### config.mk
export PLATFORM = sky130hd
export DESIGN_NAME = rmii_tx_arbiter_flat
export DESIGN_NICKNAME = d
export VERILOG_FILES = /design/src/rtl/rmii_tx_arbiter_if.sv /design/src/rtl/rmii_tx_arbiter.sv /design/src/flat_wrapper.sv
export SDC_FILE = /design/constraint.sdc
export NUM_CORES = 1
export LEC_CHECK = 0
export CAP_MARGIN = 0
export CORE_UTILIZATION = 30
export DETAILED_ROUTE_END_ITERATION = 7
export PLACE_DENSITY = 0.54
export SLEW_MARGIN = 20
export SYNTH_ARGS = -nofsm -noshare
export SYNTH_HDL_FRONTEND = slang
export SYNTH_SLANG_ARGS = --single-unit
### constraint.sdc
create_clock -name clk_50MHz -period 4.7 [get_ports clk_50MHz]
set_input_delay 0.94 -clock clk_50MHz [delete_from_list [all_inputs] [get_ports clk_50MHz]]
set_output_delay 0.94 -clock clk_50MHz [all_outputs]
set_load 0.02 [all_outputs]
### src/rtl/rmii_tx_arbiter_if.sv
// Request bundle between the frame sources and rmii_tx_arbiter.
// Each of the two sources owns one lane of every vector; source i uses bit i of
// req_valid/req_last/req_ready and byte [8i+7:8i] of req_data.
//   req_valid : source has a byte ready (and therefore a frame pending)
//   req_data  : byte offered by the source
//   req_last  : offered byte is the final byte of the frame
//   req_ready : arbiter accepts the offered byte at the next clock edge
// Modports: master = frame sources, slave = arbiter.
interface rmii_tx_arbiter_if;
  logic [1:0]  req_valid;
  logic [15:0] req_data;
  logic [1:0]  req_last;
  logic [1:0]  req_ready;

  modport master (
    output req_valid,
    output req_data,
    output req_last,
    input  req_ready
  );

  modport slave (
    input  req_valid,
    input  req_data,
    input  req_last,
    output req_ready
  );
endinterface

### src/rtl/rmii_tx_arbiter.sv
// Two-source round-robin arbiter for a single RMII transmit port.
// Generates preamble/SFD, serialises each granted source's bytes LSB dibit first
// at 2 bits per clock, and holds the line idle for IPG_CYCLES after every frame.
// Ports:
//   clk_50MHz    : RMII reference clock
//   reset_n      : synchronous active-low reset
//   req          : source request bundle (slave side)
//   grant        : one-hot owner of the transmitter, 00 when idle
//   TX_EN/TX0/TX1: registered RMII transmit signals
//   busy         : state machine not idle
//   underrun_err : one-cycle pulse when the granted source is not valid at a ready slot
//   oversize_err : one-cycle pulse when a frame is cut at MAX_BYTES
// IPG_CYCLES must be at least 1.
module rmii_tx_arbiter #(
  parameter int unsigned IPG_CYCLES = 48,
  parameter int unsigned MAX_BYTES  = 1522
) (
  input  logic             clk_50MHz,
  input  logic             reset_n,
  rmii_tx_arbiter_if.slave req,
  output logic [1:0]       grant,
  output logic             TX_EN,
  output logic             TX0,
  output logic             TX1,
  output logic             busy,
  output logic             underrun_err,
  output logic             oversize_err
);

  localparam logic [1:0] StIdle     = 2'd0;
  localparam logic [1:0] StPreamble = 2'd1;
  localparam logic [1:0] StData     = 2'd2;
  localparam logic [1:0] StIpg      = 2'd3;

  // One counter serves preamble dibits (0..31), byte dibits (0..3) and the IPG.
  localparam int unsigned CntW = (IPG_CYCLES > 32) ? $clog2(IPG_CYCLES) : 5;
  localparam int unsigned BcW  = $clog2(MAX_BYTES + 1);

  logic [1:0]      state_q, state_d;
  logic [CntW-1:0] cnt_q, cnt_d;
  logic [BcW-1:0]  bcnt_q, bcnt_d;
  logic [7:0]      shift_q, shift_d;
  logic            last_q, last_d;
  logic            rr_q, rr_d;
  logic [1:0]      grant_q, grant_d;
  logic            tx_en_q, tx_en_d;
  logic            tx0_q, tx0_d;
  logic            tx1_q, tx1_d;
  logic            underrun_q, underrun_d;
  logic            oversize_q, oversize_d;

  logic            ready_en;
  logic            end_frame;
  logic            pick;
  logic            sel_valid;
  logic            sel_last;
  logic [7:0]      sel_data;

  // Granted source's lane; only meaningful while a frame is in progress.
  assign sel_valid = req.req_valid[grant_q[1]];
  assign sel_last  = req.req_last[grant_q[1]];
  assign sel_data  = grant_q[1] ? req.req_data[15:8] : req.req_data[7:0];

  // Ready slots: SFD dibit, and the last dibit of every byte not flagged last.
  assign ready_en = ((state_q == StPreamble) && (cnt_q == CntW'(31))) ||
                    ((state_q == StData) && (cnt_q == CntW'(3)) && !last_q);

  assign req.req_ready = ready_en ? grant_q : 2'b00;

  always_comb begin
    state_d    = state_q;
    cnt_d      = cnt_q;
    bcnt_d     = bcnt_q;
    shift_d    = shift_q;
    last_d     = last_q;
    rr_d       = rr_q;
    grant_d    = grant_q;
    tx_en_d    = tx_en_q;
    tx0_d      = tx0_q;
    tx1_d      = tx1_q;
    underrun_d = 1'b0;
    oversize_d = 1'b0;
    end_frame  = 1'b0;
    pick       = req.req_valid[rr_q] ? rr_q : ~rr_q;

    case (state_q)
      StIdle: begin
        if (|req.req_valid) begin
          grant_d = pick ? 2'b10 : 2'b01;
          rr_d    = ~pick;
          state_d = StPreamble;
          cnt_d   = '0;
          bcnt_d  = '0;
          last_d  = 1'b0;
          tx_en_d = 1'b1;
          tx0_d   = 1'b1;
          tx1_d   = 1'b0;
        end
      end
      StPreamble: begin
        if (!ready_en) begin
          cnt_d = cnt_q + CntW'(1);
          tx0_d = 1'b1;
          tx1_d = (cnt_q == CntW'(30));  // final dibit of SFD 0xD5
        end
      end
      StData: begin
        if (cnt_q == CntW'(3)) begin
          end_frame = last_q;
        end else begin
          cnt_d   = cnt_q + CntW'(1);
          shift_d = shift_q >> 2;
          tx0_d   = shift_q[2];
          tx1_d   = shift_q[3];
        end
      end
      StIpg: begin
        if (cnt_q == CntW'(IPG_CYCLES - 1)) begin
          state_d = StIdle;
          cnt_d   = '0;
        end else begin
          cnt_d = cnt_q + CntW'(1);
        end
      end
      default: state_d = StIdle;
    endcase

    if (ready_en) begin
      if (sel_valid) begin
        state_d = StData;
        cnt_d   = '0;
        shift_d = sel_data;
        bcnt_d  = bcnt_q + BcW'(1);
        tx0_d   = sel_data[0];
        tx1_d   = sel_data[1];
        last_d  = 1'b0;
        if (sel_last) begin
          last_d = 1'b1;
        end else if (bcnt_q == BcW'(MAX_BYTES - 1)) begin
          last_d     = 1'b1;
          oversize_d = 1'b1;
        end
      end else begin
        // Source starved the line: cut the frame here, no padding or FCS repair.
        end_frame  = 1'b1;
        underrun_d = 1'b1;
      end
    end

    if (end_frame) begin
      state_d = StIpg;
      cnt_d   = '0;
      tx_en_d = 1'b0;
      tx0_d   = 1'b0;
      tx1_d   = 1'b0;
      grant_d = 2'b00;
    end
  end

  always_ff @(posedge clk_50MHz) begin
    if (!reset_n) begin
      state_q    <= StIdle;
      cnt_q      <= '0;
      bcnt_q     <= '0;
      shift_q    <= '0;
      last_q     <= 1'b0;
      rr_q       <= 1'b0;
      grant_q    <= 2'b00;
      tx_en_q    <= 1'b0;
      tx0_q      <= 1'b0;
      tx1_q      <= 1'b0;
      underrun_q <= 1'b0;
      oversize_q <= 1'b0;
    end else begin
      state_q    <= state_d;
      cnt_q      <= cnt_d;
      bcnt_q     <= bcnt_d;
      shift_q    <= shift_d;
      last_q     <= last_d;
      rr_q       <= rr_d;
      grant_q    <= grant_d;
      tx_en_q    <= tx_en_d;
      tx0_q      <= tx0_d;
      tx1_q      <= tx1_d;
      underrun_q <= underrun_d;
      oversize_q <= oversize_d;
    end
  end

  assign grant        = grant_q;
  assign TX_EN        = tx_en_q;
  assign TX0          = tx0_q;
  assign TX1          = tx1_q;
  assign busy         = (state_q != StIdle);
  assign underrun_err = underrun_q;
  assign oversize_err = oversize_q;

endmodule
### src/flat_wrapper.sv
// flat-port wrapper written by rule: the top's interface ports become plain ports
module rmii_tx_arbiter_flat 
#(
  parameter int unsigned IPG_CYCLES = 48,
  parameter int unsigned MAX_BYTES  = 1522
)
  (clk_50MHz, reset_n, grant, TX_EN, TX0, TX1, busy, underrun_err, oversize_err, req_req_valid, req_req_data, req_req_last, req_req_ready);
  rmii_tx_arbiter_if req_i ();
  input  logic clk_50MHz;
  input  logic reset_n;
  output logic [1:0] grant;
  output logic TX_EN;
  output logic TX0;
  output logic TX1;
  output logic busy;
  output logic underrun_err;
  output logic oversize_err;
  input wire logic [$bits(req_i.req_valid)-1:0] req_req_valid;
  input wire logic [$bits(req_i.req_data)-1:0] req_req_data;
  input wire logic [$bits(req_i.req_last)-1:0] req_req_last;
  output wire logic [$bits(req_i.req_ready)-1:0] req_req_ready;
  assign req_i.req_valid = req_req_valid;
  assign req_i.req_data = req_req_data;
  assign req_i.req_last = req_req_last;
  assign req_req_ready = req_i.req_ready;
  rmii_tx_arbiter #(.IPG_CYCLES(IPG_CYCLES), .MAX_BYTES(MAX_BYTES)) u_core (.clk_50MHz(clk_50MHz), .reset_n(reset_n), .req(req_i), .grant(grant), .TX_EN(TX_EN), .TX0(TX0), .TX1(TX1), .busy(busy), .underrun_err(underrun_err), .oversize_err(oversize_err));
endmodule
# ---- Yosys cells after proc, flatten, opt, wreduce, memory -nomap -nowiden
# Cells that the tools add are included.
dict set report op_classes {
  add_sub_neg 2
  order_cmp 2
  eq_ne 8
  n_mux 54
  bitwise 5
  reduce_logical 12
}
# operator count
set op_table {}
lappend op_table {{$mux 11} 4}
lappend op_table {{$mux 8} 5}
lappend op_table {{$mux 6} 6}
lappend op_table {{$mux 1} 28}
lappend op_table {{$pmux 6 s4} 1}
lappend op_table {{$mux 2} 7}
lappend op_table {{$eq 6x5->1 const B} 2}
lappend op_table {{$add 11x1->11 const B} 1}
lappend op_table {{$eq 11x11->1 const B} 1}
lappend op_table {{$add 6x1->6 const B} 1}
lappend op_table {{$eq 6x2->1 const B} 1}
lappend op_table {{$eq 6x6->1 const B} 1}
lappend op_table {{$pmux 1 s3} 2}
lappend op_table {{$not 1->1} 5}
lappend op_table {{$eq 2x2->1 const B} 2}
lappend op_table {{$lt 1x2->1 const B} 2}
lappend op_table {{$pmux 2 s2} 1}
lappend op_table {{$reduce_and 2->1} 2}
lappend op_table {{$reduce_or 2->1} 2}
lappend op_table {{$reduce_or 4->1} 1}
lappend op_table {{$logic_and 1x1->1} 3}
lappend op_table {{$eq 2x1->1 const B} 1}
lappend op_table {{$logic_not 2->1} 1}
lappend op_table {{$reduce_bool 2->1} 1}
lappend op_table {{other kinds (2)} 2}
dict set report word_totals {
  register_bits 36
}

# ---- Longest topological paths before layout
dict set report depth {
  depth_word 8
  ltp_mapped 10
  depth_no_buf 7
}

# ---- Least setup slack after synthesis
# No wires, ideal clock.
dict set report synth_path {
  path_type {register -> output}
  startpoint {reg u_core.cnt_q[1]}
  endpoint {out req_req_ready[0]}
  arrival_time_ns 1.927
  slack_ns 1.833
  path_stages_with_launch 8
  path_buffers 2
  cell_sequence {dfxtp_1 > ha_1 > or4b_1 > buf_2 > or3_1 > buf_6 > nand2_1 > and2_1}
}
dict set report synth_via {
  elab_chain_cells 5
  word_cells_on_any_way 7
  cone_classes {2 x eq/ne; 1 x mux; 4 x reduce/logical}
}
# element line_no
set synth_lines {}
lappend synth_lines {{start: declaration} rmii_tx_arbiter.sv:40} ;# logic [CntW-1:0] cnt_q, cnt_d;
lappend synth_lines {{start signal: assignment} rmii_tx_arbiter.sv:176} ;# cnt_q <= cnt_d;
lappend synth_lines {{$eq 6x2->1} rmii_tx_arbiter.sv:66} ;# ((state_q == StData) && (cnt_q == CntW'(3)) && !last_q);
lappend synth_lines {{$logic_and 1x1->1 (2 in series)} rmii_tx_arbiter.sv:66}
lappend synth_lines {{$logic_or 1x1->1 (*)} rmii_tx_arbiter.sv:65} ;# assign ready_en = ((state_q == StPreamble) && (cnt_q == CntW'(31))) ||
lappend synth_lines {{$mux 2 (*)} rmii_tx_arbiter.sv:68} ;# assign req.req_ready = ready_en ? grant_q : 2'b00;
lappend synth_lines {{end: declaration} flat_wrapper.sv:21} ;# output wire logic [$bits(req_i.req_ready)-1:0] req_req_ready;
# Every way passes the cells marked *; elsewhere a longest branch is shown, timed or not.

# ---- Worst setup path after layout
dict set report layout_path {
  startpoint {reg u_core.cnt_q[1]}
  endpoint {out req_req_ready[1]}
}
# The elaborated chain is that of the path after synthesis.

==> out/qor.yml <==
global_route:
  first_global_vias: 1703
  grt_remaining_overflow: 0
  grt_use_total: 0.147
  grt_start_max_net_pins: 24
  antenna_found_initial: 0
  grt_pass1_wl_mm: 8.18
run:
  max_cap_viol_count: 0
power:
  peakVddDrop_mv: 0.141
  p_leak_nw: 0.833
  power_density_nw_per_um2: 300
critical_path:
  cpLargestDelayFamily: "simple AND/OR/NAND/NOR gates"
  r2r_start: "u_core.cnt_q[1]"
  crit_path_start_kind: "register"
  crit_path_end_kind: "output pin"
  crit_chain: "ha_1, or4b_1, or3_1, nand2_1, and2_1, clkdlybuf4s50_1"
  r2r-end: "u_core.bcnt_q[5]"
  crit_type: "reg2out"
  r2r_setup_slack_ps: 1830
  cp_slowest_cell: "clkdlybuf4s50_1"
  slowest_delay_ps: 590
  cp_num_buf_inv: 1
  worstPathArrival_ps: 2910
  reg2reg_depth: 6
  cp.required_ps: 3760
  worstPathMaxFanout: 8
floorplanning:
  ios: 32
  start_util: 0.309
  rows: 29
  dieHeight_um: 82.9
  dieArea_um2: 6870
  die_x_um: 82.9
  core_area_um2: 6350
sta:
  rsz0062_at_grt: "false"
  setup_viol: 0
  hold_viol_final: 0
  period_needed_ps: 3850
  fin_setup_tns_ps: 0
  slew_violations: 0
  tightestPinTransition_ps: 661
  final.setup_skew_ps: 10.4
  slew_headroom: 0.559
  fmax_mhz: 260
  finalCritPeriodShare: 0.818
logic_synthesis:
  ys_ff_latch: 34
  ys_seq_area_frac: 0.347
  syn_avg_cell_area_um2: 8.28
  synth_area_leaders: "dfxtp_1 35%, a21oi_1 5.6%, ha_1 5.1%"
  syn-num-nets: 267
  synth_top_area_share: 0.347
  synthArstFlopShare: 0
  synth_cell_types: 46
  synth_top_cell_by_area: "dfxtp_1"
  synthCells: 237
  ys_top_cells_by_count: "34 x dfxtp_1, 22 x a21oi_1, 17 x nand2_1, 17 x nand3_1, 13 x o21ai_0"
  synth_ff_type: "dfxtp_1"
  yosysMostFrequentCell: "dfxtp_1"
  synth-edff-count: 0
  yosys_warnings: 0
  syn-cell-area_um2: 1960
clock_tree:
  clk_pin_slew_ps: 80
  cts_buffers: 5
  insertion_delay_ps: 290
  cts_tree: "done"
  cts_root_buffer: "clkbuf_8"
  max-clock-path-buffers: 2
  cts_resized: 0
  ctsHtreeMaxLevel: 2
  holdBufCountCts: 0
  cts_setup_buffers: 0
  cts.sinks: 34
drt:
  drt_pass1_iterations: 4
  via_per_inst: 5.39
  ant_nets: 0
  vias: 1838
  initialDrtViolationCount: 117
  routedWlPerCell_um: 14.1
  wl_mm: 4.82
  drc_errors: 0
placed_design:
  dp_cells: 333
  portBuffers: 31
  dp_hpwl_mm: 3.37
  placed_cell_area_um2: 2300
  routabilityCongestion: 0.853
cells_and_area:
  register_area_um2: 681
  final_net_count: 293
  drive_gt1_frac: 0.0606
  area_growth_pct: 23.1
  multi_input_area_um2: 1160
  layoutNonFillerInstCount: 341
  fin_area_um2: 2420
  insertedDiodeCount: 0
  fillers: 673
worst_hold_path:
  min_from: "u_core.TX_EN"
  hold_depth: 2
  holdPathEnd: "u_core.TX_EN"
  hp-class: "reg2reg"
outcome:
  status: "finished, final reports clean"
-- how the worst max path moves through the flow --
stage                          startpoint          endpoint  slack (ps)  depth (start not counted)
after floorplan           u_core.cnt_q[1]  req_req_ready[0]        1830                          7
after CTS                 u_core.cnt_q[1]  req_req_ready[1]         870                          6
after detailed placement  u_core.cnt_q[1]  req_req_ready[1]        1200                          6
final                     u_core.cnt_q[1]  req_req_ready[1]         850                          6
after global routing      u_core.cnt_q[0]  req_req_ready[1]         730                          6
after global placement    u_core.cnt_q[1]  req_req_ready[1]        1230                          6
-- cell usage in the layout (no fill, tap or decap), types with 3 or more instances in the layout --
master and count:
a211oi_1 9, a21oi_1 22, a311oi_1 7, a31oi_1 7
and2_1 4, and3_1 9, clkbuf_8 5, clkdlybuf4s50_1 31
dfxtp_1 34, ha_1 8, inv_1 10, mux2_2 3
mux2i_1 5, nand2_1 17, nand2b_1 7, nand3_1 17
nor2_1 8, nor2b_1 5, nor3_1 6, o21ai_0 13
or3_1 5
-- tightest hold or removal path, delay by kind of cell (launching register included) --
| family | cells | cell delay [ps] |
|---|---|---|
| buf+inv | 1 | 50 |
| flops | 1 | 310 |
| compound gates | 1 | 50 |
-- registers in the layout (all words and copies together) (netlist names) --
name	cells
u_core.state_q	2
u_core.TX0	1
u_core.grant	2
u_core.rr_q	1
u_core.shift_q	6
u_core.underrun_err	1
u_core.TX_EN	1
u_core.bcnt_q	11
u_core.last_q	1
u_core.TX1	1
u_core.cnt_q	6
u_core.oversize_err	1
-- through the flow --
stage / hold WS, ps / worst slack [ps] / total power [mW] / utilization
final: 447 / 854 / 0.725 / 0.380
after global routing: 492 / 728 / 0.762 / 0.380
after CTS: 451 / 868 / 0.731 / 0.380
after detailed placement: 441 / 1200 / 0.456 / 0.363
after global placement: 437 / 1230 / 0.459 / 0.363
after floorplan: 443 / 1830 / 0.398 / -
-- layer usage --
layer / global-route usage / vias up / routed length [um]
met2: 0.215 / 54 / 2040
met4: 0.0423 / 0 / 36
met3: 0.0417 / 4 / 271
li1: - / 929 / -
met5: 0 / - / 0
met1: 0.210 / 851 / 2470
-- kinds of logic after synthesis --
group / Yosys count / share of synthesized area
adders and majority gates: 8 / 0.0510
xor gates and xnor gates: 3 / 0.0134
buffers and inverters: 25 / 0.0631
DFF: 34 / 0.347
AOI/OAI and AO/OA: 71 / 0.242
muxes: 8 / 0.0427
and+or+nand+nor: 88 / 0.242
-- where the power goes --
group,switching (mW),total (mW),internal (mW)
registers,0.0114,0.309,0.297
logic,0.0796,0.141,0.0618
clock network,0.117,0.275,0.158
total,0.208,0.725,0.517
-- area by class of cell --
cell class | instances | area share
Clock inverter | 3 | 0.0186
Sequential cell | 34 | 0.282
Multi-Input combinational cell | 178 | 0.480
Clock buffer | 5 | 0.0285
Timing Repair Buffer | 33 | 0.135
Tap cell | 77 | 0.0399
Inverter | 11 | 0.0171
No activity file was read; power rests on OpenSTA's default activity.
